**src/rtl/fft8_input_loader.sv**
```systemverilog
// Input loader for the fft8 core: collects 8 complex samples in bit-reversed order,
// starts the core and waits for fft_done. Optional macro: FFT8_LOADER_LAST_CHECK_EN.
module fft8_input_loader #(
  parameter int DATA_W         = 16,
  parameter int TIMEOUT_CYCLES = 64,
  parameter int CNT_W          = 16
) (
  input  logic              clk,
  input  logic              rst,
  input  logic              in_valid,
  output logic              in_ready,
  input  logic [DATA_W-1:0] in_re,
  input  logic [DATA_W-1:0] in_im,
  input  logic              in_last,
  output logic              fft_start,
  input  logic              fft_done,
  input  logic [2:0]        rd_addr,
  output logic [DATA_W-1:0] rd_re,
  output logic [DATA_W-1:0] rd_im,
  output logic              busy,
  output logic [CNT_W-1:0]  frames_done,
  output logic              timeout_err,
  output logic              frame_err
);

  localparam int WAIT_W = (TIMEOUT_CYCLES > 2) ? $clog2(TIMEOUT_CYCLES) : 1;
  localparam logic [WAIT_W-1:0] WAIT_LAST = WAIT_W'(TIMEOUT_CYCLES - 1);

  typedef enum logic [1:0] {
    FILL      = 2'd0,
    START     = 2'd1,
    WAIT_DONE = 2'd2
  } state_t;

  state_t            state, state_nx;
  logic [2:0]        wr_cnt, wr_cnt_nx;
  logic [WAIT_W-1:0] wait_cnt, wait_nx;
  logic              accept;
  logic              frame_bad;
  logic              done_inc;
  logic              set_timeout;
  logic              set_frame_err;
  logic [2:0]        wr_addr;

  logic [DATA_W-1:0] buf_re [8];
  logic [DATA_W-1:0] buf_im [8];

  assign in_ready  = (state == FILL) && !rst;
  assign busy      = (state != FILL);
  assign fft_start = (state == START);
  assign accept    = in_valid && in_ready;
  assign wr_addr   = {wr_cnt[0], wr_cnt[1], wr_cnt[2]};

`ifdef FFT8_LOADER_LAST_CHECK_EN
  assign frame_bad = accept && (in_last != (wr_cnt == 3'd7));
`else
  logic unused_in_last;
  assign unused_in_last = in_last;
  assign frame_bad      = 1'b0;
`endif

  always_comb begin
    state_nx      = state;
    wr_cnt_nx     = wr_cnt;
    wait_nx       = wait_cnt;
    done_inc      = 1'b0;
    set_timeout   = 1'b0;
    set_frame_err = 1'b0;
    unique case (state)
      FILL: begin
        if (accept) begin
          if (frame_bad) begin
            wr_cnt_nx     = '0;
            set_frame_err = 1'b1;
          end else if (wr_cnt == 3'd7) begin
            wr_cnt_nx = '0;
            state_nx  = START;
          end else begin
            wr_cnt_nx = wr_cnt + 3'd1;
          end
        end
      end
      START: begin
        state_nx = WAIT_DONE;
        wait_nx  = '0;
      end
      WAIT_DONE: begin
        // fft_done wins over a timeout landing in the same cycle
        if (fft_done) begin
          state_nx = FILL;
          done_inc = 1'b1;
        end else if (wait_cnt == WAIT_LAST) begin
          state_nx    = FILL;
          set_timeout = 1'b1;
        end else begin
          wait_nx = wait_cnt + 1'b1;
        end
      end
      default: state_nx = FILL;
    endcase
  end

  always_ff @(posedge clk) begin
    if (rst) begin
      state       <= FILL;
      wr_cnt      <= '0;
      wait_cnt    <= '0;
      frames_done <= '0;
      timeout_err <= 1'b0;
    end else begin
      state    <= state_nx;
      wr_cnt   <= wr_cnt_nx;
      wait_cnt <= wait_nx;
      if (done_inc)    frames_done <= frames_done + 1'b1;
      if (set_timeout) timeout_err <= 1'b1;
    end
  end

`ifdef FFT8_LOADER_LAST_CHECK_EN
  always_ff @(posedge clk) begin
    if (rst)                frame_err <= 1'b0;
    else if (set_frame_err) frame_err <= 1'b1;
  end
`else
  logic unused_set_frame_err;
  assign unused_set_frame_err = set_frame_err;
  assign frame_err            = 1'b0;
`endif

  // Buffer has no reset; a same-address write and read returns the old word.
  always_ff @(posedge clk) begin
    if (accept) begin
      buf_re[wr_addr] <= in_re;
      buf_im[wr_addr] <= in_im;
    end
  end

  always_ff @(posedge clk) begin
    if (rst) begin
      rd_re <= '0;
      rd_im <= '0;
    end else begin
      rd_re <= buf_re[rd_addr];
      rd_im <= buf_im[rd_addr];
    end
  end

endmodule
```
**config.mk**
```make
export PLATFORM = sky130hd
export DESIGN_NAME = fft8_input_loader
export DESIGN_NICKNAME = d
export VERILOG_FILES = /design/src/rtl/fft8_input_loader.sv
export SDC_FILE = /design/constraint.sdc
export NUM_CORES = 1
export LEC_CHECK = 0
export CAP_MARGIN = 20
export CORE_MARGIN = 2
export CORE_UTILIZATION = 35
export DETAILED_ROUTE_END_ITERATION = 7
export PLACE_DENSITY = 0.58
export SYNTH_ARGS = -nofsm -noshare
export SYNTH_HDL_FRONTEND = slang
export SYNTH_SLANG_ARGS = --single-unit
```
**constraint.sdc**
```tcl
create_clock -name clk -period 4.45 [get_ports clk]
set_input_delay 1.335 -clock clk [delete_from_list [all_inputs] [get_ports clk]]
set_output_delay 1.335 -clock clk [all_outputs]
set_load 0.03 [all_outputs]
```
# Word-level counts from Yosys, hierarchy flattened

Memories as Yosys holds them, arrays and structs flattened. A register that Yosys moved wholly into a read port is not among the register bits.
Index checks and enable logic that the tools add are counted.

Output and inout bits: 53
Logic and storage cells: 44
Memories kept: 2
Flip-flop bits (word level): 28
Input bits: 40
Memory bits (writable): 256

Equality and inequality tests: 9
Muxes and demuxes: 16
Reductions and logical operators: 9
Add/sub/neg operators: 3

Memories:

| memory | depth | width | read ports | clocked after memory_dff | write ports | RTL line | text |
|---|---|---|---|---|---|---|---|
| buf_im | 8     | 16    | 1          | 1                        | 1           | 46       | `logic [DATA_W-1:0] buf_im [8];` |
| buf_re | 8     | 16    | 1          | 1                        | 1           | 45       | `logic [DATA_W-1:0] buf_re [8];` |

Operator list:

| cell                    | number |
|---|---|
| $add A16 B1 Y16 const B | 1 |
| $mux W6                 | 2 |
| $pmux W6 S2             | 1 |
| $mux W2                 | 4 |
| $mux W1                 | 7 |
| $add A6 B1 Y6 const B   | 1 |
| $eq A6 B6 Y1 const B    | 1 |
| $ne A2 B2 Y1 const B    | 3 |
| $pmux W2 S3             | 1 |
| $reduce_and A3 Y1       | 2 |
| $reduce_bool A2 Y1      | 2 |
| $add A3 B1 Y3 const B   | 1 |
| $eq A3 B3 Y1 const B    | 1 |
| $mux W3                 | 1 |
| $ne A3 B3 Y1 const B    | 1 |
| $eq A2 B1 Y1 const B    | 1 |
| $eq A2 B2 Y1 const B    | 1 |
| $logic_and A1 B1 Y1     | 2 |
| $logic_not A2 Y1        | 1 |
| $ne A2 B1 Y1 const B    | 1 |
| $reduce_and A2 Y1       | 1 |
| $logic_not A1 Y1        | 1 |

# Depth between registers and ports, before layout

Depth after elaboration: 5
Mapped depth: 8
Mapped depth without buffers: 6

# Least setup slack after synthesis

OpenSTA, ideal clock, no wires.

Kind: input-to-output
Start: input rst
End: output in_ready
Data required time: 3.115 ns
Stages: 4
Slack: 0.814 ns
Path buffers: 3
Data arrival time: 2.301 ns
Path through: buf_2 > buf_1 > buf_1 > nor2_1

Word-level cells in the longest chain between the ends: 2

Ends and longest elaborated chain:

| item                | RTL line | text |
|---|---|---|
| start, declared     | 9        | `input logic rst,` |
| $logic_not A1 Y1    | 48       | `assign in_ready = (state == FILL) && !rst;` |
| $logic_and A1 B1 Y1 | 48       |  |
| end, declared       | 11       | `output logic in_ready,` |

Every way passes these cells.

# Worst setup path in the final report

Ends and elaborated chain as after synthesis.

==> flow_summary.toml <==
[layout]
diodes = 0
layout-drive-gt1-share = 0.2024
fin_util = 0.4316
layout_commonest_cell = "edfxtp_1"
fin_nets = 771
final_cell_area_mm2 = 0.01440
final_cell_mix = "edfxtp_1, clkdlybuf4s50_1, mux4_2"
syn_to_final_growth_pct = 21.84

[clocking]
hold_buffers = 0
root_buffer = "clkbuf_16"
htreeDepth = 2
cts_buffers = 34
cts_setup_buffers = 0
cts_repair_resize_count = 0
cts_tree = "built"
clkLatencyLatePin_ps = 510
cts_buffer_depth = 3
cts.sinks = 316
clk_pin_slew_worst_paths_ps = 60

[floorplan]
die_area_mm2 = 0.03525
die_y_um = 187.8
coreArea_mm2 = 0.03336
pin_count = 93
die_w_um = 187.8
num_rows = 67
start_util = 0.3542

[logic_synthesis]
syn_area_per_cell_um2 = 19.50
ys_warn_count = 0
synth-main-ff-cell = "edfxtp_1"
netlist_area_mm2 = 0.01182
synth_cells = 606
synth_edf_count = 256
syn_nets = 657
ys_seq_elements = 316
synth.distinct_cells = 44
async_reset_ff_frac = 0
ys_seq_area_frac = 0.7521

[timing]
fin_crit_ps = 3556
setup_viol = 0
maxSlewViolCount = 0
hold_viol_final = 0
skew_ps = 13.16
worst_pin_slew_ps = 986.8
max_freq_ghz = 0.2812
slew_headroom = 0.3421
tns_ps = 0
fin_crit_sh = 0.7991
rsz0062_at_grt = "false"

[critical_path]
cp.required_ps = 3120
critPathBufInv = 2
reg2reg_depth = 5
r2r-end = "buf_re[4][5]"
crit_chain = "buf_2, nor2_1, clkdlybuf4s50_1"
critical-path-slowest-cell = "clkdlybuf4s50_1"
timing.rr.start = "state[0]"
crit_family = "buffers and inverters"
slowest_delay_ps = 670
end_kind = "primary output"
cp_max_fo = 3
crit_type = "in -> out"
worstPathArrival_ps = 2220
startpoint_type = "input port"
rrSetupSlack_ps = 2130

[place]
portBuffers = 90
dpl.hpwl_mm = 13.71
placement.cell_area_mm2 = 0.01331
gp_congestion = 0.7658

[worst_hold_path]
min_path_cells = 2
hold_class = "reg -> reg"
hold_path_end = "timeout_err"
worstHoldStart = "timeout_err"

[grt]
grt_antenna_before_repair = 1
overflow = 0
grt_max_degree = 65
first_global_vias = 6324
grt_pass1_wl_mm = 36.61
grt.total_usage = 0.1352

[power_and_ir_drop]
peakVddDrop_mv = 0.2103
p_leak_nw = 4.798
total_power_mw = 6.379
powerDensity_mw_per_mm2 = 443.1

[routing]
wl_per_cell_um = 19.83
vias = 5867
vias_per_cell = 4.914
antenna_left = 0
dr.pass1.iters = 5
drc_errors = 0
initialDrtViolationCount = 518
wl_mm = 23.68

[run_status]
run_status = "finished clean"

[run]
drv_cap = 0
## cells by family after synthesis
| family | synth area share |
|---|---|
| mux | 0.1518 |
| compound gates | 0.01609 |
| simple gates | 0.04489 |
| buf+inv | 0.01567 |
| flops | 0.7521 |
| other cells | 0.0003173 |
| xor+xnor | 0.007412 |
| fa+ha+maj | 0.01165 |
## Yosys cell counts (all sizes together), types with 8 or more instances
library cell / number / area share
edfxtp: 256 / 0.65
mux4: 64 / 0.12
dfxtp: 60 / 0.10
nor2: 51 / 0.016
mux2i: 33 / 0.028
buf: 23 / 0.012
ha: 11 / 0.012
nand2: 10 / 0.0032
nand3: 10 / 0.0047
a21oi: 9 / 0.0038
and3: 9 / 0.0048
xor2: 8 / 0.0059
## layer usage
metal / GRT usage / routed length, um
met5: 0 / 16
met4: 0.03543 / 431
met3: 0.03238 / 1197
met2: 0.2282 / 11480
met1: 0.1757 / 10550
## registers in the layout, summed over array words and instances (netlist names)
signal / flops
rd_im: 16
buf_im: 128
rd_re: 16
buf_re: 128
frames_done: 16
wait_cnt: 6
state: 2
wr_cnt: 3
timeout_err: 1
## stage by stage
step	hold slack [ps]	instances	worst slack (ps)
finish	494.8	1194	894.0
global route	535.9	1194	867.4
CTS	503.8	1194	875.4
detailed placement	494.8	1132	876.6
floorplan	468.2	606	813.5
global placement	469.4	1132	866.3
## how the worst max path moves through the flow
stage	from	endpoint	slack (ps)	depth (start not counted)
2_1_floorplan	rst	in_ready	810	4
3_3_place_gp	rst	in_ready	870	3
3_5_place_dp	rst	in_ready	880	3
4_1_cts	rst	in_ready	880	3
5_1_grt	rst	in_ready	870	3
6_report	rst	in_ready	890	3
## worst min-delay path: stages, from the launching register on
cell and delay, ps:
dfxtp_1 330, a21oi_1 50, nor2_1 80
## final cells by class
type                    instances  area [um^2]
repair buffers                107         1076
well taps                     448        560.5
clock inverters                16        146.4
fillers                      2977        18970
inverters                       7        26.28
clock buffers                  46        947.2
flip-flops and latches        316         8889
multi-input cells             254         2754
## report_power, final
part           leakage, nW  total (mW)  internal, mW  switching (mW)
clock network        0.530        2.74          1.62            1.12
registers             2.81        3.28          3.26          0.0165
logic                 1.46       0.363         0.161           0.202
No activity file was read; power rests on OpenSTA's default activity.
